--- src/rtl/bit_serial_collector.sv ---
// Bit-serial collector: assembles LSB-first result bits into a WIDTH-bit word
// and delivers it downstream on a valid/ready handshake.
//
// Ports:
//   clk, reset   - rising-edge clock, synchronous active-high reset
//   bit_in       - serial result bit
//   bit_valid    - bit_in carries a bit this cycle
//   bit_start    - bit_in is bit 0 of a new frame
//   bit_ready    - a bit can be accepted this cycle
//   word_out     - assembled word, bit i = i-th received bit
//   word_valid   - word_out holds a complete frame
//   word_ready   - downstream takes word_out this cycle
//   busy         - frame in progress
//   frame_err    - one-cycle pulse: bit_start seen mid-frame
//   overrun      - one-cycle pulse: bit offered while not ready
// Optional: define COLLECTOR_FLAGS_EN to add zero_flag / sign_flag outputs.
module bit_serial_collector #(
  parameter int WIDTH = 8
) (
  input  logic             clk,
  input  logic             reset,
  input  logic             bit_in,
  input  logic             bit_valid,
  input  logic             bit_start,
  output logic             bit_ready,
  output logic [WIDTH-1:0] word_out,
  output logic             word_valid,
  input  logic             word_ready,
  output logic             busy,
  output logic             frame_err,
  output logic             overrun
`ifdef COLLECTOR_FLAGS_EN
  ,
  output logic             zero_flag,
  output logic             sign_flag
`endif
);

  localparam int CW = $clog2(WIDTH);

  typedef enum logic [1:0] {
    S_IDLE,
    S_COLLECT,
    S_HOLD
  } state_t;

  state_t           r_state;
  state_t           w_state_nx;
  logic [CW-1:0]    r_count;
  logic [CW-1:0]    w_count_nx;
  logic [WIDTH-1:0] r_shift;
  logic [WIDTH-1:0] w_shift_nx;
  logic [WIDTH-1:0] w_shift_ins;
  logic [WIDTH-1:0] w_first;
  logic [WIDTH-1:0] r_word;
  logic             r_frame_err;
  logic             r_overrun;
  logic             w_accept;
  logic             w_load;
  logic             w_frame_err_nx;
`ifdef COLLECTOR_FLAGS_EN
  logic             r_zero;
  logic             r_sign;
`endif

  assign bit_ready  = (r_state != S_HOLD) || word_ready;
  assign w_accept   = bit_valid && bit_ready;
  assign word_valid = (r_state == S_HOLD);
  assign busy       = (r_state == S_COLLECT);
  assign word_out   = r_word;
  assign frame_err  = r_frame_err;
  assign overrun    = r_overrun;
  assign w_first    = {{(WIDTH-1){1'b0}}, bit_in};
`ifdef COLLECTOR_FLAGS_EN
  assign zero_flag  = r_zero;
  assign sign_flag  = r_sign;
`endif

  // Shift register with the incoming bit dropped in at the current slot.
  always_comb begin
    w_shift_ins          = r_shift;
    w_shift_ins[r_count] = bit_in;
  end

  always_comb begin
    w_state_nx     = r_state;
    w_count_nx     = r_count;
    w_shift_nx     = r_shift;
    w_load         = 1'b0;
    w_frame_err_nx = 1'b0;
    unique case (r_state)
      S_IDLE: begin
        if (w_accept && bit_start) begin
          w_state_nx = S_COLLECT;
          w_count_nx = CW'(1);
          w_shift_nx = w_first;
        end
      end
      S_COLLECT: begin
        if (w_accept) begin
          if (bit_start) begin
            // Abort: partial frame is discarded, new bit is bit 0.
            w_frame_err_nx = 1'b1;
            w_count_nx     = CW'(1);
            w_shift_nx     = w_first;
          end else if (r_count == CW'(WIDTH-1)) begin
            w_load     = 1'b1;
            w_count_nx = '0;
            w_shift_nx = w_shift_ins;
            w_state_nx = S_HOLD;
          end else begin
            w_count_nx = r_count + 1'b1;
            w_shift_nx = w_shift_ins;
          end
        end
      end
      S_HOLD: begin
        // word_valid is implied in HOLD, so word_ready alone completes it.
        if (word_ready) begin
          if (bit_valid && bit_start) begin
            w_state_nx = S_COLLECT;
            w_count_nx = CW'(1);
            w_shift_nx = w_first;
          end else begin
            w_state_nx = S_IDLE;
          end
        end
      end
      default: w_state_nx = S_IDLE;
    endcase
  end

  always_ff @(posedge clk) begin
    if (reset) begin
      r_state     <= S_IDLE;
      r_count     <= '0;
      r_shift     <= '0;
      r_word      <= '0;
      r_frame_err <= 1'b0;
      r_overrun   <= 1'b0;
`ifdef COLLECTOR_FLAGS_EN
      r_zero      <= 1'b0;
      r_sign      <= 1'b0;
`endif
    end else begin
      r_state     <= w_state_nx;
      r_count     <= w_count_nx;
      r_shift     <= w_shift_nx;
      r_frame_err <= w_frame_err_nx;
      r_overrun   <= bit_valid && !bit_ready;
      if (w_load) begin
        r_word <= w_shift_ins;
`ifdef COLLECTOR_FLAGS_EN
        r_zero <= ~|w_shift_ins;
        r_sign <= w_shift_ins[WIDTH-1];
`endif
      end
    end
  end

endmodule
--- config.mk ---
export PLATFORM = sky130hd
export DESIGN_NAME = bit_serial_collector
export DESIGN_NICKNAME = d
export VERILOG_FILES = /design/src/rtl/bit_serial_collector.sv
export SDC_FILE = /design/constraint.sdc
export NUM_CORES = 1
export LEC_CHECK = 0
export CORE_UTILIZATION = 44
export CTS_CLUSTER_SIZE = 25
export DETAILED_ROUTE_END_ITERATION = 6
export PLACE_DENSITY = 0.68
export SYNTH_ARGS = -nofsm -noshare
export SYNTH_HDL_FRONTEND = slang
export SYNTH_SLANG_ARGS = --single-unit
--- constraint.sdc ---
create_clock -name clk -period 2.06 [get_ports clk]
set_clock_uncertainty 0.2 [all_clocks]
set_input_delay 0.412 -clock clk [delete_from_list [all_inputs] [get_ports clk]]
set_output_delay 0.412 -clock clk [all_outputs]
set_load 0.1 [all_outputs]
==> flow_metrics.env, run 1 <==
export IMPL_cp_required_ns=1.45
export IMPL_arrival_ns=1.33
export IMPL_drt_total_wl_microns=2100
export IMPL_synth_edf_count=0
export IMPL_path_cells="nor2b_4, nand2b_4, buf_12"
export IMPL_ys_warn_count=0
export IMPL_crit_slowest_cell="dfxtp_1"
export IMPL_port_buffers=18
export IMPL_grt_pass1_wl_microns=3430
export IMPL_antenna_found_initial=0
export IMPL_fin_crit_ns=1.94
export IMPL_synth_cell_type_count=32
export IMPL_worst_r2r_setup_slack_ns=0.25
export IMPL_core_area_sq_um=2280
export IMPL_drt_first_iter_violations=15
export IMPL_r2r_start="r_count[0]"
export IMPL_overflow=0
export IMPL_clockBufferDepth=2
export IMPL_numCtsBuffers=3
export IMPL_cpPeakStageDelay_ns=0.50
export IMPL_synthMuxAreaShare_pct=8.29
export IMPL_num_fill_cells=192
export IMPL_num_rows=17
export IMPL_dieHeight_microns=51.7
export IMPL_status="complete, no violations"
export IMPL_synth_area_leaders="dfxtp_1 (42%), a211oi_2 (9.2%), mux2i_1 (8.3%)"
export IMPL_cts_sinks=23
export IMPL_hold_buffers=0
export IMPL_worst_slew_pin_slew_ns=0.372
export IMPL_hold_violations=0
export IMPL_hpwl_microns=1470
export IMPL_leakagePower_nw=0.537
export IMPL_drv_cap=0
export IMPL_antenna_left=0
export IMPL_synth_top_cell_area_share_pct=42.4
export IMPL_synth_compound_area_share_pct=21.9
export IMPL_synth_area_sq_um=1090
export IMPL_finish_net_count=133
export IMPL_fin_setup_tns_ns=0
export IMPL_slew_viol_final=0
export IMPL_grt_max_degree=17
export IMPL_yosys_area_top_type="dfxtp_1"
export IMPL_rr_endpoint="word_out[2]"
export IMPL_fp_dieW_microns=51.7
export IMPL_antenna_cells=0
export IMPL_synth_top_family_by_area="compound AO/OA/AOI/OAI gates"
export IMPL_end_kind="primary output"
export IMPL_place_inst=148
export IMPL_powerDensity_nw_per_um2=528
export IMPL_crit_type="reg2out"
export IMPL_cts_tree="yes"
export IMPL_yosysSeqAreaShare_pct=42.4
export IMPL_crit_cells=3
export IMPL_ios=19
export IMPL_timing_fmax_ghz=0.515
export IMPL_clk_pin_slew_ns=0.14
export IMPL_critPathLaunch="r_state[1]"
export IMPL_die_area_sq_um=2670
export IMPL_grt_usage_pct=17.6
export IMPL_cts_root_buf="clkbuf_4"
export IMPL_synthAdderAreaFrac_pct=2.30
export IMPL_cts_htree_levels=1
export IMPL_finalSetupViolCount=0
export IMPL_layout_drive_gt1_share_pct=30.6
export IMPL_timing_final_crit_share_pct=94.3
export IMPL_synthSimpleGateAreaFrac_pct=19.2
export IMPL_layout_cells_non_filler=152
export IMPL_vias_per_cell=5.39
export IMPL_syn_nets=113
export IMPL_syn_inst=105
export IMPL_startpoint_type="flop"
export IMPL_yosys_most_used_dff="dfxtp_1"
export IMPL_clk_latency_ns=0.32
export IMPL_rsz0062_at_grt="no"
export IMPL_gp_congestion=0.793
export IMPL_drt_first_pass_iters=4
export IMPL_syn_to_final_growth_pct=33.6
export IMPL_min_path_cells=1
export IMPL_critPathTopFamily="flip-flops"
export IMPL_rr_worst_depth=5
export IMPL_synth_area_per_cell_sq_um=10.3
export IMPL_hold_class="reg2reg"
export IMPL_path_max_fanout=8
export IMPL_wl_per_cell_microns=13.8
export IMPL_synth_xor_area_share_pct=0
export IMPL_initial_core_util_pct=47.7
export IMPL_ctsResizeCount=0
export IMPL_drc=0
export IMPL_vias=819
export IMPL_grt_pass1_vias=760
export IMPL_worst_path_buf_inv=1
export IMPL_async_reset_ff_share_pct=0
export IMPL_crit_end="bit_ready"
export IMPL_ir_drop_mv=0.398
export IMPL_ys_ff_latch=23
export IMPL_relSlewSlack_pct=75.2
export IMPL_post_cts_buffers=0
[per-stage QoR]
stage               utilization [%]  hold slack, ns  setup slack [ns]  total power (W)  area (sq um)
global placement               62.6           0.243            0.0641         0.000560          1420
global route                   63.8           0.291            0.0394         0.000798          1450
detailed placement             62.6           0.251            0.0244         0.000561          1420
finish                         63.8           0.279             0.118         0.000766          1450
floorplan                         -           0.232             0.103         0.000530          1100
CTS                            63.8           0.284             0.115         0.000773          1450
[cells in the mapped netlist (all sizes together) (2+ instances only)]
cell type and count:
o2bb2ai 7, nor2 16, mux2i 9, nand2 4, dfxtp 23, a211oi 8
a22oi 2, nand2b 3, buf 7, a21oi 2, nor3b 5, nand3b 2
ha 2
[per-layer routing]
metal	GRT usage, %	part of all wire (%)	vias to the layer above	wire (microns)
met2	26.8	48	10	1000
met3	3.51	2.5	2	52
li1	-	-	417	-
met1	23.8	49	390	1030
met4	8.11	0.67	0	14
met5	0	0	-	0
[cells in the final DEF, fill, tap and decap left out, types with 2 or more instances in the layout]
master	instances
a211oi_2	8
a21oi_1	2
a22oi_1	2
buf_12	13
buf_4	5
clkbuf_4	3
clkdlybuf4s50_1	5
dfxtp_1	23
ha_1	2
mux2i_1	9
nand2_1	4
nand2b_1	2
nand3b_1	2
nor2_1	15
nor3b_1	5
o2bb2ai_1	7
[final cells by class]
class / instances / area (sq um) / share of cell area, %
sequential: 23 / 460 / 31.7
clock buffer: 3 / 22.5 / 1.55
tap: 28 / 35.0 / 2.41
clock inverter: 1 / 5.00 / 0.345
inverter: 1 / 3.75 / 0.259
multi-input combinational: 73 / 577 / 39.7
timing repair buffer: 23 / 348 / 24.0
[state kept, by name (all words and copies together), names as in the netlist]
register   flops
r_count        3
overrun        1
r_shift        8
frame_err      1
r_state        2
word_out       8
[report_power, final]
group	total, W	internal, W	switching (W)	leakage (nW)
logic	0.0000915	0.0000416	0.0000498	0.333
clock network	0.000215	0.0000726	0.000142	0.0177
registers	0.000460	0.000450	0.00000993	0.186
total	0.000766	0.000564	0.000202	0.537
[how the worst min path moves through the flow]
stage	startpoint	end	slack (ns)
5_1_grt	r_shift[4]	r_shift[4]	0.29
3_3_place_gp	r_shift[5]	r_shift[5]	0.24
6_report	r_shift[4]	r_shift[4]	0.28
4_1_cts	r_shift[3]	r_shift[3]	0.28
3_5_place_dp	r_shift[1]	r_shift[1]	0.25
2_1_floorplan	r_shift[1]	r_shift[1]	0.23
[logic make-up after synthesis]
group	Yosys count
fa+ha+maj	2
mux	9
compound gates	25
flops	23
simple gates	37
buf+inv	9
Power figures use the tool's default switching activity.
==> inputs of run 2 (changes only) <==
--- a/config.mk
+++ b/config.mk
@@ -5,6 +5,7 @@
 export SDC_FILE = /design/constraint.sdc
 export NUM_CORES = 1
 export LEC_CHECK = 0
+export CAP_MARGIN = 20
 export CORE_UTILIZATION = 44
 export CTS_CLUSTER_SIZE = 25
 export DETAILED_ROUTE_END_ITERATION = 6
==> results of run 2 <==
Same layout as run 1: the final DEF is identical, and so are final timing and power.
==> inputs of run 3 (changes only) <==
==> constraint.sdc (replaced) <==
create_clock -name clk -period 1.97 [get_ports clk]
set_clock_uncertainty 0.2 [all_clocks]
set_input_delay 0.394 -clock clk [delete_from_list [all_inputs] [get_ports clk]]
set_output_delay 0.394 -clock clk [all_outputs]
set_load 0.1 [all_outputs]
==> flow_metrics.env, run 3 (same netlist as run 1, synthesis figures left out) <==
export IMPL_place_inst=150
export IMPL_core_area_sq_um=2280
export IMPL_crit_type="reg2out"
export IMPL_ios=19
export IMPL_cts_tree="yes"
export IMPL_rr_endpoint="word_out[3]"
export IMPL_rr_worst_depth=5
export IMPL_hpwl_microns=1500
export IMPL_ir_drop_mv=0.568
export IMPL_leakagePower_nw=0.547
export IMPL_clk_pin_slew_ns=0.13
export IMPL_initial_core_util_pct=47.7
export IMPL_numCtsBuffers=3
export IMPL_hold_violations=0
export IMPL_grt_max_degree=17
export IMPL_drt_total_wl_microns=2100
export IMPL_fin_crit_ns=1.82
export IMPL_num_fill_cells=178
export IMPL_drt_first_iter_violations=7
export IMPL_syn_to_final_growth_pct=35.1
export IMPL_overflow=0
export IMPL_status="complete, no violations"
export IMPL_layout_cells_non_filler=154
export IMPL_die_area_sq_um=2670
export IMPL_worst_slew_pin_slew_ns=0.358
export IMPL_grt_usage_pct=18.1
export IMPL_antenna_left=0
export IMPL_cts_sinks=23
export IMPL_antenna_found_initial=0
export IMPL_startpoint_type="flop"
export IMPL_relSlewSlack_pct=76.1
export IMPL_drv_cap=0
export IMPL_slew_viol_final=0
export IMPL_hold_class="reg2reg"
export IMPL_clockBufferDepth=2
export IMPL_r2r_start="r_count[1]"
export IMPL_grt_pass1_wl_microns=3590
export IMPL_rsz0062_at_grt="no"
export IMPL_fp_dieW_microns=51.7
export IMPL_clk_latency_ns=0.30
export IMPL_finish_net_count=135
export IMPL_drt_first_pass_iters=2
export IMPL_layout_drive_gt1_share_pct=32.5
export IMPL_multi_input_area_sq_um=577
export IMPL_layout_common_cells="dfxtp_1 (22), nor2_1 (15), buf_12 (13), mux2i_1 (9), a211oi_2 (8)"
export IMPL_post_cts_buffers=0
export IMPL_finalSetupViolCount=0
export IMPL_worst_r2r_setup_slack_ns=0.18
export IMPL_grt_pass1_vias=778
export IMPL_cp_required_ns=1.38
export IMPL_vias_per_cell=5.27
export IMPL_whs_endpoint="r_shift[2]"
export IMPL_hold_start="r_shift[2]"
export IMPL_num_rows=17
export IMPL_cts_htree_levels=1
export IMPL_powerDensity_nw_per_um2=545
export IMPL_final_common_cell="dfxtp_1"
export IMPL_timing_final_crit_share_pct=92.6
export IMPL_min_path_cells=1
export IMPL_antenna_cells=0
export IMPL_dieHeight_microns=51.7
export IMPL_port_buffers=18
export IMPL_path_max_fanout=7
export IMPL_fin_setup_tns_ns=0
export IMPL_seq_area_sq_um=462
export IMPL_arrival_ns=1.23
export IMPL_drc=0
export IMPL_end_kind="primary output"
export IMPL_timing_fmax_ghz=0.548
export IMPL_whs_ns=0.277
export IMPL_wl_per_cell_microns=13.6
export IMPL_gp_congestion=0.769
export IMPL_final_util_pct=64.5
export IMPL_cts_root_buf="clkbuf_4"
export IMPL_vias=811
run 3: per-layer routing:
layer	up-vias	part of all wire, %	track usage [%]
met1	380	49	23.7
met3	4	2.1	2.92
li1	418	-	-
met2	9	47	29.7
met4	0	1.4	6.76
met5	-	0	0
run 3: critical path: stages, from the launching register on:
cell	delay, ns
dfxtp_1	0.51
and2b_1	0.23
buf_12	0.18
run 3: stage by stage:
| step | total power [W] | area, sq um | setup slack, ns |
|---|---|---|---|
| finish | 0.000799 | 1470 | 0.145 |
| global route | 0.000834 | 1470 | 0.0556 |
| CTS | 0.000815 | 1470 | 0.0416 |
| detailed placement | 0.000592 | 1440 | -0.0582 |
| global placement | 0.000590 | 1440 | 0.0212 |
| floorplan | 0.000554 | 1100 | 0.0310 |
run 3: layout make-up:
type / instances / area share, %
Multi-Input combinational cell: 73 / 39.3
Inverter: 1 / 0.256
Tap cell: 28 / 2.39
Clock buffer: 3 / 1.53
Clock inverter: 1 / 0.341
Timing Repair Buffer: 25 / 24.7
Sequential cell: 23 / 31.5
run 3: timing repair:
action,in CTS,in global routing
setup endpoints to repair,0,1
hold buffers,0,0
resized for setup,0,1
run 3: power by group:
part	switching [W]	total [W]	internal [W]
Combinational	0.0000577	0.000105	0.0000470
Sequential	0.00000704	0.000478	0.000471
Clock	0.000141	0.000217	0.0000757
Total	0.000206	0.000799	0.000593
run 3: worst max-delay path by stage:
| stage | start | to | slack (ns) |
|---|---|---|---|
| 2_1_floorplan | r_state[1] | bit_ready | 0.03 |
| 3_3_place_gp | bit_start | word_out[4] | 0.02 |
| 3_5_place_dp | bit_start | word_out[2] | -0.06 |
| 4_1_cts | r_state[1] | bit_ready | 0.04 |
| 5_1_grt | r_count[1] | word_out[3] | 0.06 |
| 6_report | r_state[0] | busy | 0.15 |
